[src/rtl/y86_pkg.sv]
// Shared Y86-64 encodings and control types for the pipeline control slice.
package y86_pkg;

  localparam logic [3:0] IHALT   = 4'd0;
  localparam logic [3:0] INOP    = 4'd1;
  localparam logic [3:0] IRRMOVQ = 4'd2;
  localparam logic [3:0] IIRMOVQ = 4'd3;
  localparam logic [3:0] IRMMOVQ = 4'd4;
  localparam logic [3:0] IMRMOVQ = 4'd5;
  localparam logic [3:0] IOPQ    = 4'd6;
  localparam logic [3:0] IJXX    = 4'd7;
  localparam logic [3:0] ICALL   = 4'd8;
  localparam logic [3:0] IRET    = 4'd9;
  localparam logic [3:0] IPUSHQ  = 4'd10;
  localparam logic [3:0] IPOPQ   = 4'd11;

  localparam logic [3:0] RNONE = 4'hF;

  localparam logic [1:0] SAOK = 2'd0;
  localparam logic [1:0] SHLT = 2'd1;
  localparam logic [1:0] SADR = 2'd2;
  localparam logic [1:0] SINS = 2'd3;

  typedef enum logic [1:0] {
    IDLE   = 2'd0,
    RUN    = 2'd1,
    HALTED = 2'd2
  } state_t;

  // One bundle of every pipeline-register control the unit drives.
  typedef struct packed {
    logic fStall;
    logic dStall;
    logic dBubble;
    logic eBubble;
    logic mBubble;
    logic wStall;
    logic setCc;
  } ctrl_t;

  // Idle: the front end is held and the back stages are flushed with bubbles.
  localparam ctrl_t CTRL_IDLE   = '{fStall: 1'b1, dStall: 1'b0, dBubble: 1'b1, eBubble: 1'b1,
                                    mBubble: 1'b1, wStall: 1'b0, setCc: 1'b0};
  // Halted: everything frozen so the faulting instruction stays visible in W.
  localparam ctrl_t CTRL_HALTED = '{fStall: 1'b1, dStall: 1'b1, dBubble: 1'b0, eBubble: 1'b1,
                                    mBubble: 1'b1, wStall: 1'b1, setCc: 1'b0};

endpackage

[src/rtl/pipe_ctrl_if.sv]
// Pipeline-register bus: hazard inputs from the stages, controls back to them.
interface pipe_ctrl_if;
  logic [3:0] D_icode;
  logic [3:0] E_icode;
  logic [3:0] E_dstM;
  logic [3:0] d_srcA;
  logic [3:0] d_srcB;
  logic       e_Cnd;
  logic [3:0] M_icode;
  logic [1:0] m_stat;
  logic [1:0] W_stat;
  logic [3:0] W_icode;
  logic       F_stall;
  logic       D_stall;
  logic       D_bubble;
  logic       E_bubble;
  logic       M_bubble;
  logic       W_stall;
  logic       set_cc_en;

  // Pipeline side: reports stage contents, consumes the controls.
  modport master (
    output D_icode, E_icode, E_dstM, d_srcA, d_srcB, e_Cnd, M_icode, m_stat, W_stat, W_icode,
    input  F_stall, D_stall, D_bubble, E_bubble, M_bubble, W_stall, set_cc_en
  );

  // Control-unit side.
  modport slave (
    input  D_icode, E_icode, E_dstM, d_srcA, d_srcB, e_Cnd, M_icode, m_stat, W_stat, W_icode,
    output F_stall, D_stall, D_bubble, E_bubble, M_bubble, W_stall, set_cc_en
  );
endinterface

[src/rtl/hazard_detect.sv]
// Combinational detection of load-use, return and branch-mispredict hazards.
module hazard_detect
  import y86_pkg::*;
(
  input  logic [3:0] D_icode,
  input  logic [3:0] E_icode,
  input  logic [3:0] E_dstM,
  input  logic [3:0] d_srcA,
  input  logic [3:0] d_srcB,
  input  logic       e_Cnd,
  input  logic [3:0] M_icode,
  output logic       loaduse,
  output logic       ret,
  output logic       mispred
);

  // A load in E whose destination is read by the instruction in D; RNONE never matches.
  always_comb begin
    loaduse = ((E_icode == IMRMOVQ) || (E_icode == IPOPQ)) && (E_dstM != RNONE) &&
              ((E_dstM == d_srcA) || (E_dstM == d_srcB));
    ret     = (D_icode == IRET) || (E_icode == IRET) || (M_icode == IRET);
    mispred = (E_icode == IJXX) && !e_Cnd;
  end

endmodule

[src/rtl/pipe_ctrl.sv]
// Pipeline control: run/halt FSM, per-stage stall/bubble muxing, saturating counters.
module pipe_ctrl
  import y86_pkg::*;
#(
  parameter int CNT_W = 32
) (
  input  logic             clk,
  input  logic             rst,
  input  logic             start,
  pipe_ctrl_if.slave       pipe,
  output logic             running,
  output logic             halted,
  output logic [1:0]       final_stat,
  output logic [CNT_W-1:0] cycle_cnt,
  output logic [CNT_W-1:0] retire_cnt,
  output logic [CNT_W-1:0] bubble_cnt
);

  localparam logic [CNT_W-1:0] CNT_ONE = {{(CNT_W-1){1'b0}}, 1'b1};
  localparam logic [CNT_W-1:0] CNT_MAX = {CNT_W{1'b1}};

  // Counters stick at all-ones instead of wrapping.
  function automatic logic [CNT_W-1:0] satInc(input logic [CNT_W-1:0] cnt, input logic en);
    if (en && (cnt != CNT_MAX)) return cnt + CNT_ONE;
    return cnt;
  endfunction

  state_t state;
  state_t nextState;
  ctrl_t  ctrl;
  logic   loaduse;
  logic   ret;
  logic   mispred;
  logic   excM;
  logic   excW;

  hazard_detect uHazard (
    .D_icode (pipe.D_icode),
    .E_icode (pipe.E_icode),
    .E_dstM  (pipe.E_dstM),
    .d_srcA  (pipe.d_srcA),
    .d_srcB  (pipe.d_srcB),
    .e_Cnd   (pipe.e_Cnd),
    .M_icode (pipe.M_icode),
    .loaduse (loaduse),
    .ret     (ret),
    .mispred (mispred)
  );

  assign excM = (pipe.m_stat != SAOK);
  assign excW = (pipe.W_stat != SAOK);

  // State register.
  always_ff @(posedge clk) begin
    if (rst) state <= IDLE;
    else     state <= nextState;
  end

  // Next state and control muxing; load-use takes priority over ret in decode.
  always_comb begin
    nextState = state;
    ctrl      = CTRL_IDLE;
    case (state)
      IDLE: begin
        if (start) nextState = RUN;
      end
      RUN: begin
        ctrl.fStall  = loaduse | ret;
        ctrl.dStall  = loaduse;
        ctrl.dBubble = mispred | (ret & ~loaduse);
        ctrl.eBubble = mispred | loaduse;
        ctrl.mBubble = excM | excW;
        ctrl.wStall  = excW;
        ctrl.setCc   = (pipe.E_icode == IOPQ) & ~excM & ~excW;
        if (excW) nextState = HALTED;
      end
      HALTED: begin
        ctrl = CTRL_HALTED;
      end
      default: begin
        nextState = IDLE;
      end
    endcase
    if (rst) ctrl = CTRL_IDLE;
  end

  assign pipe.F_stall   = ctrl.fStall;
  assign pipe.D_stall   = ctrl.dStall;
  assign pipe.D_bubble  = ctrl.dBubble;
  assign pipe.E_bubble  = ctrl.eBubble;
  assign pipe.M_bubble  = ctrl.mBubble;
  assign pipe.W_stall   = ctrl.wStall;
  assign pipe.set_cc_en = ctrl.setCc;

  assign running = (state == RUN);
  assign halted  = (state == HALTED);

  // Capture the write-back status that caused the halt.
  always_ff @(posedge clk) begin
    if (rst)                        final_stat <= SAOK;
    else if ((state == RUN) && excW) final_stat <= pipe.W_stat;
  end

  // Performance counters advance only while running.
  always_ff @(posedge clk) begin
    if (rst) begin
      cycle_cnt  <= '0;
      retire_cnt <= '0;
      bubble_cnt <= '0;
    end else if (state == RUN) begin
      cycle_cnt  <= satInc(cycle_cnt, 1'b1);
      retire_cnt <= satInc(retire_cnt, !excW && (pipe.W_icode != INOP));
      bubble_cnt <= satInc(bubble_cnt, ctrl.dBubble | ctrl.eBubble);
    end
  end

endmodule

[src/flat_wrapper.sv]
// flat-port wrapper written by rule: the top's interface ports become plain ports
module pipe_ctrl_flat import y86_pkg::*;
#(
  parameter int CNT_W = 32
)
  (clk, rst, start, running, halted, final_stat, cycle_cnt, retire_cnt, bubble_cnt, pipe_D_icode, pipe_E_icode, pipe_E_dstM, pipe_d_srcA, pipe_d_srcB, pipe_e_Cnd, pipe_M_icode, pipe_m_stat, pipe_W_stat, pipe_W_icode, pipe_F_stall, pipe_D_stall, pipe_D_bubble, pipe_E_bubble, pipe_M_bubble, pipe_W_stall, pipe_set_cc_en);
  pipe_ctrl_if pipe_i ();
  input  logic clk;
  input  logic rst;
  input  logic start;
  output logic running;
  output logic halted;
  output logic [1:0] final_stat;
  output logic [CNT_W-1:0] cycle_cnt;
  output logic [CNT_W-1:0] retire_cnt;
  output logic [CNT_W-1:0] bubble_cnt;
  input wire logic [$bits(pipe_i.D_icode)-1:0] pipe_D_icode;
  input wire logic [$bits(pipe_i.E_icode)-1:0] pipe_E_icode;
  input wire logic [$bits(pipe_i.E_dstM)-1:0] pipe_E_dstM;
  input wire logic [$bits(pipe_i.d_srcA)-1:0] pipe_d_srcA;
  input wire logic [$bits(pipe_i.d_srcB)-1:0] pipe_d_srcB;
  input wire logic [$bits(pipe_i.e_Cnd)-1:0] pipe_e_Cnd;
  input wire logic [$bits(pipe_i.M_icode)-1:0] pipe_M_icode;
  input wire logic [$bits(pipe_i.m_stat)-1:0] pipe_m_stat;
  input wire logic [$bits(pipe_i.W_stat)-1:0] pipe_W_stat;
  input wire logic [$bits(pipe_i.W_icode)-1:0] pipe_W_icode;
  output wire logic [$bits(pipe_i.F_stall)-1:0] pipe_F_stall;
  output wire logic [$bits(pipe_i.D_stall)-1:0] pipe_D_stall;
  output wire logic [$bits(pipe_i.D_bubble)-1:0] pipe_D_bubble;
  output wire logic [$bits(pipe_i.E_bubble)-1:0] pipe_E_bubble;
  output wire logic [$bits(pipe_i.M_bubble)-1:0] pipe_M_bubble;
  output wire logic [$bits(pipe_i.W_stall)-1:0] pipe_W_stall;
  output wire logic [$bits(pipe_i.set_cc_en)-1:0] pipe_set_cc_en;
  assign pipe_i.D_icode = pipe_D_icode;
  assign pipe_i.E_icode = pipe_E_icode;
  assign pipe_i.E_dstM = pipe_E_dstM;
  assign pipe_i.d_srcA = pipe_d_srcA;
  assign pipe_i.d_srcB = pipe_d_srcB;
  assign pipe_i.e_Cnd = pipe_e_Cnd;
  assign pipe_i.M_icode = pipe_M_icode;
  assign pipe_i.m_stat = pipe_m_stat;
  assign pipe_i.W_stat = pipe_W_stat;
  assign pipe_i.W_icode = pipe_W_icode;
  assign pipe_F_stall = pipe_i.F_stall;
  assign pipe_D_stall = pipe_i.D_stall;
  assign pipe_D_bubble = pipe_i.D_bubble;
  assign pipe_E_bubble = pipe_i.E_bubble;
  assign pipe_M_bubble = pipe_i.M_bubble;
  assign pipe_W_stall = pipe_i.W_stall;
  assign pipe_set_cc_en = pipe_i.set_cc_en;
  pipe_ctrl #(.CNT_W(CNT_W)) u_core (.clk(clk), .rst(rst), .start(start), .pipe(pipe_i), .running(running), .halted(halted), .final_stat(final_stat), .cycle_cnt(cycle_cnt), .retire_cnt(retire_cnt), .bubble_cnt(bubble_cnt));
endmodule
[config.mk]
export PLATFORM = sky130hd
export DESIGN_NAME = pipe_ctrl_flat
export DESIGN_NICKNAME = d
export VERILOG_FILES = /design/src/rtl/y86_pkg.sv /design/src/rtl/pipe_ctrl_if.sv /design/src/rtl/hazard_detect.sv /design/src/rtl/pipe_ctrl.sv /design/src/flat_wrapper.sv
export SDC_FILE = /design/constraint.sdc
export NUM_CORES = 1
export LEC_CHECK = 0
export ABC_CLOCK_PERIOD_IN_PS = 2900
export BUFFER_PORTS_ARGS = -buffer_cell sky130_fd_sc_hd__buf_4
export CORE_MARGIN = 3
export CORE_UTILIZATION = 25
export CTS_BUF_LIST = sky130_fd_sc_hd__clkbuf_4 sky130_fd_sc_hd__clkbuf_8
export DETAILED_ROUTE_END_ITERATION = 10
export GPL_TIMING_DRIVEN = 0
export PLACE_DENSITY = 0.43
export SLEW_MARGIN = 20
export SYNTH_ARGS = -nofsm -noshare
export SYNTH_HDL_FRONTEND = slang
export SYNTH_SLANG_ARGS = --single-unit
[constraint.sdc]
create_clock -name clk -period 2.9 [get_ports clk]
set_input_delay 0.145 -clock clk [delete_from_list [all_inputs] [get_ports clk]]
set_output_delay 0.145 -clock clk [all_outputs]
set_load 0.01 [all_outputs]
==> reports/metrics.cfg, run 1 <==
[cells_and_area]
drive_above_1_share_pct=24.3
synthToLayoutAreaGrowth_pct=31.8
fin_cells=1065
fin_util_pct=33.9
nNetsFinal=832
antenna-diode-count=0
stdcell_area_mm2=0.00694

[clock_network]
cts_setup_buffers=0
cts_tree=done
htree_levels=3
cts_resized=0
numCtsBuffers=9
clock-sinks=100
clk_path_buf_depth=2
cts_root_buf=clkbuf_8
clk_pin_slew_ns=0.09
hold_buffers=0
clock_latency_ns=0.38

[sta]
setup_tns_ns=0
holdWs_ns=0.0726
worst_pin_slew_ns=0.885
rsz0062_at_grt=false
clock_skew_ns=0.0126
fin_crit_sh_pct=88.5
slew_violations=0
period_minus_slack_ns=2.57
finalHoldViolCount=0
setup_viol=0
fmax_mhz=390
relSlewSlack_pct=40.9

[synthesis]
synthTopCellsByArea=dfxtp_1, xnor2_1, nor2_1, xor2_1, nand4_1
syn_area_mm2=0.00527
synthTopCellsByCount=dfxtp_1, nor2_1, nand2_1, xnor2_1
synthCells=637
synth_seq_area_share_pct=38.0
synth_cell_types=54
synth_most_common_cell=dfxtp_1
synth_edf_count=0
synth_flop_cell=dfxtp_1
synth_warnings=0
async_flop_share_pct=0
avgSynthCellArea_um2=8.27
synth_seq_cells=100
synth_top_area_share_pct=38.0
yosys.area.top_type=dfxtp_1
synth_nets=679

[placed_design]
portBuffers=142
dp.cells=1049
place_area_mm2=0.00667
place_hpwl_um=13200
place.gp.congestion=0.836

[route]
drt_iter0_drc=254
wire_per_inst_um=16.2
antenna_left=0
drcViolationCount=0
drt_wl_total_um=17300
via_per_inst=4.99
vias=5311
first_pass_iters=5

[global_routing]
met2_usage_pct=25.9
grt_pass1_vias=5273
grt.overflow.total=0
grt_util_met3_pct=3.83
busiest_layer=met2
grt_pass1_wl_um=27400
antenna_found_initial=0
grt_use_met1_pct=19.1
grt_use_total_pct=15.2
grt_max_degree=16

[worst_setup_path]
arrival_ns=2.83
worst-path-max-fanout=10
crit_path_end_kind=register
crit_type=register to register
startpoint_type=register
required_ns=3.17

[die]
rows=52
initial_core_util_pct=25.7
die_area_mm2=0.0228
die_w_um=151
dieHeight_um=151
fp.coreArea_mm2=0.0205
ios=143

[outcome]
outcome=completed

[flow_run]
maxCapViolCount=0

[pwr]
powerDensity_mw_per_mm2=428
ir_drop_v=0.000199
power_leakage_nw=2.57

[hold_path]
hold_class=primary input to register

[cell type report]
type                       count  area, um^2
inverter                      12        45.0
clock buffer                  13         179
tap                          270         338
fill                        2167       13600
multi-input combinational    493        3080
timing repair buffer         142        1070
clock inverter                 3        90.1
buffer                        32         144
sequential                   100        2000
[critical path, cell delays in order (launching register included)]
cell and delay, ns:
dfxtp_1 0.38, inv_1 0.08, ha_1 0.30, nand2b_1 0.16, nor2_1 0.10, a31oi_1 0.34, o21ai_2 0.15, buf_2 0.22
nor4_1 0.35, mux2_2 0.37
[final timing paths]
| check | start | to | slack, ns | cells past startpoint |
|---|---|---|---|---|
| setup / recovery | u_core.state[0]$_SDFFE_PP0P_ | u_core.bubble_cnt[29]$_SDFFE_PP0P_ | 0.33 | 9 |
| hold / removal | pipe_W_stat[0] | u_core.final_stat[0]$_SDFFE_PP0P_ | 0.07 | 3 |
| setup reg to reg | u_core.state[0]$_SDFFE_PP0P_ | u_core.bubble_cnt[29]$_SDFFE_PP0P_ | 0.33 | 9 |
| hold reg to reg | u_core.final_stat[0]$_SDFFE_PP0P_ | u_core.final_stat[0]$_SDFFE_PP0P_ | 0.49 | 2 |
[kinds of logic after synthesis]
group                      count (synthesis)  share of synthesized area, %
DFF                                      100                          38.0
buffers and inverters                     44                          3.59
adders and majority gates                  6                          1.43
AOI/OAI and AO/OA                         81                          9.62
muxes                                     10                          2.11
and+or+nand+nor                          333                          34.8
xor gates and xnor gates                  63                          10.5
[cells in the final DEF, fill, tap and decap left out, drive strengths merged, types with 5 or more instances in the layout]
| cell type | n |
|---|---|
| or4 | 15 |
| buf | 153 |
| or3 | 13 |
| o21ai | 16 |
| nand2 | 40 |
| ha | 6 |
| nor2b | 11 |
| a211oi | 5 |
| nand4 | 39 |
| dfxtp | 100 |
| a21oi | 36 |
| xnor2 | 37 |
| nor3 | 31 |
| and3 | 19 |
| and4 | 12 |
| xor2 | 26 |
| nor4 | 14 |
| o31ai | 15 |
| nor2 | 85 |
| clkbuf | 34 |
| inv | 12 |
| nand3 | 32 |
| mux2 | 9 |
[flip-flops by register name, indices dropped and copies added (netlist names)]
name,cells
u_core.retire_cnt,32
u_core.bubble_cnt,32
u_core.final_stat,2
u_core.cycle_cnt,32
u_core.state,2
[through the flow]
step	setup slack (ns)	total power [mW]
2_1_floorplan	0.745	1.65
3_3_place_gp	0.389	1.82
3_5_place_dp	0.374	1.83
4_1_cts	0.356	3.03
5_1_grt	0.141	3.10
6_report	0.335	2.97
[power by group]
part / internal [mW] / total, mW / switching (mW)
clock network: 0.668 / 1.16 / 0.496
registers: 1.39 / 1.42 / 0.0259
logic: 0.151 / 0.386 / 0.235
[metal layers]
metal  vias to the layer above  wire, um
li1                       2618         -
met1                      2536      7590
met2                       141      8580
met3                        16       903
met4                         0       203
met5                         -         0
Power figures use the tool's default switching activity.
==> run 2, diff against run 1 <==
--- a/config.mk
+++ b/config.mk
@@ -5,8 +5,8 @@
 export SDC_FILE = /design/constraint.sdc
 export NUM_CORES = 1
 export LEC_CHECK = 0
-export ABC_CLOCK_PERIOD_IN_PS = 2900
-export BUFFER_PORTS_ARGS = -buffer_cell sky130_fd_sc_hd__buf_4
+export ABC_CLOCK_PERIOD_IN_PS = 2980
+export BUFFER_PORTS_ARGS = -buffer_cell sky130_fd_sc_hd__buf_2
 export CORE_MARGIN = 3
 export CORE_UTILIZATION = 25
 export CTS_BUF_LIST = sky130_fd_sc_hd__clkbuf_4 sky130_fd_sc_hd__clkbuf_8
==> constraint.sdc (replaced) <==
create_clock -name clk -period 2.98 [get_ports clk]
set_input_delay 0.149 -clock clk [delete_from_list [all_inputs] [get_ports clk]]
set_output_delay 0.149 -clock clk [all_outputs]
set_load 0.01 [all_outputs]
==> reports/metrics.cfg, run 2 (same netlist as run 1, synthesis figures left out) <==
[outcome]
outcome=completed

[cells_and_area]
n_fill_cell=2236
layout_common_cells=buf_2, dfxtp_1, nor2_1
final_common_cell=buf_2
nNetsFinal=832
seq_area_mm2=0.00200
drive_above_1_share_pct=24.3
stdcell_area_mm2=0.00654
synthToLayoutAreaGrowth_pct=24.2
antenna-diode-count=0
reg.largest.list=u_core.bubble_cnt x32, u_core.cycle_cnt x32, u_core.retire_cnt x32
multi_input_area_mm2=0.00308

[route]
topRoutingLayerUsed=met4
drt_wl_total_um=16700
vias=5145
met2_length_um=8010
wl_met1_um=7690
via_per_inst=4.83
antenna_left=0
drcViolationCount=0
drt_iter0_drc=232
wire_per_inst_um=15.7
first_pass_iters=4
dr_wl_met3_um=883

[die]
initial_core_util_pct=25.7
die_w_um=151
die_area_mm2=0.0228
ios=143
fp.coreArea_mm2=0.0205
dieHeight_um=151
rows=52

[pwr]
seqPwrFrac_pct=50.5
swShare_pct=27.1
power_leakage_nw=2.52
p_comb_share_pct=12.5
clkPwrFrac_pct=37.1
ir_drop_v=0.000189
powerDensity_mw_per_mm2=417
intPower_mw=1.99
power_switching_mw=0.739

[worst_setup_path]
required_ns=3.25
arrival_ns=2.82
crit_type=register to register
crit_start=u_core.state[0]$_SDFFE_PP0P_
r2r_start=u_core.state[0]$_SDFFE_PP0P_
crit_end=u_core.bubble_cnt[31]$_SDFFE_PP0P_
worst-path-max-fanout=10
r2r_end=u_core.bubble_cnt[31]$_SDFFE_PP0P_
reg2reg_slack_ns=0.43
r2r_cells=9
crit_path_end_kind=register
startpoint_type=register

[clock_network]
clk_path_buf_depth=2
cts_resized=0
hold_buffers=0
cts_tree=done
clock-sinks=100
clock_latency_ns=0.38
htree_levels=3
cts_setup_buffers=0
clk_pin_slew_ns=0.10
cts_root_buf=clkbuf_8
numCtsBuffers=9

[sta]
clock_skew_ns=0.0167
slew_violations=0
fin_crit_sh_pct=85.5
setup_tns_ns=0
relSlewSlack_pct=42.4
rsz0062_at_grt=false
setup_viol=0
worst_pin_slew_ns=0.861
period_minus_slack_ns=2.55
fmax_mhz=392
finalHoldViolCount=0

[placed_design]
place_area_mm2=0.00631
place_hpwl_um=12600
place.gp.congestion=0.779
portBuffers=142

[global_routing]
grt_pass1_vias=5025
grt_use_total_pct=15.0
grt.overflow.total=0
antenna_found_initial=0
grt_pass1_wl_um=27100
grt_max_degree=16

[flow_run]
maxCapViolCount=0

[hold_path]
hold_class=primary input to register

[run 2: cell types whose count changed in the layout (fill, tap and decap cells not counted)]
cell        before  now
buf_2            7  149
buf_4          144    2
bufinv_16        3    2
clkbuf_4         0    2
clkbuf_8        13   10
clkinv_2         0    1
clkinvlp_4       0    1
[run 2: routing by layer]
metal	global-route usage (%)	vias to the layer above
met1	20.1	2402
li1	-	2613
met4	3.54	0
met3	3.89	15
met2	24.4	115
met5	0	-
[run 2: critical path, cell delays in order (launching register included)]
cell and delay (ns):
dfxtp_1 0.37, inv_1 0.07, ha_1 0.29, nand2b_1 0.16, nor2_1 0.11, a31oi_1 0.37, o21ai_2 0.16, buf_2 0.22
nor4_1 0.33, mux2_2 0.37
[run 2: layout make-up]
cell class	count	area share, %
Clock inverter	4	1.11
Buffer	32	2.20
Inverter	12	0.689
Tap cell	270	5.17
Multi-Input combinational cell	493	47.0
Timing Repair Buffer	142	10.9
Sequential cell	100	30.6
Clock buffer	12	2.33
[run 2: worst min-delay path by stage]
stage                                 startpoint                           endpoint  slack, ns  cells after the start
6_report                          pipe_W_stat[0]  u_core.final_stat[0]$_SDFFE_PP0P_       0.07                      3
5_1_grt                           pipe_W_stat[1]  u_core.final_stat[1]$_SDFFE_PP0P_       0.06                      3
4_1_cts                           pipe_W_stat[1]  u_core.final_stat[1]$_SDFFE_PP0P_       0.05                      3
3_5_place_dp   u_core.final_stat[0]$_SDFFE_PP0P_  u_core.final_stat[0]$_SDFFE_PP0P_       0.45                      2
3_3_place_gp   u_core.final_stat[0]$_SDFFE_PP0P_  u_core.final_stat[0]$_SDFFE_PP0P_       0.45                      2
2_1_floorplan                     pipe_W_stat[0]  u_core.final_stat[0]$_SDFFE_PP0P_       0.32                      2
[run 2: metrics by stage]
stage	std cells	util (%)	hold WS [ns]	total power, mW	worst slack, ns
floorplan	637	-	0.316	1.61	0.825
global placement	1049	30.8	0.446	1.75	0.424
detailed placement	1049	30.8	0.449	1.75	0.425
CTS	1065	31.9	0.0454	2.79	0.436
global route	1065	31.9	0.0572	2.89	0.188
finish	1065	31.9	0.0720	2.72	0.431
[run 2: power by group through the flow]
stage,combinational (mW),clock (mW),sequential [mW]
after floorplan,0.198,0,1.41
after global placement,0.345,0,1.41
after detailed placement,0.345,0,1.41
after CTS,0.346,1.07,1.38
after global routing,0.384,1.13,1.38
final,0.339,1.01,1.38
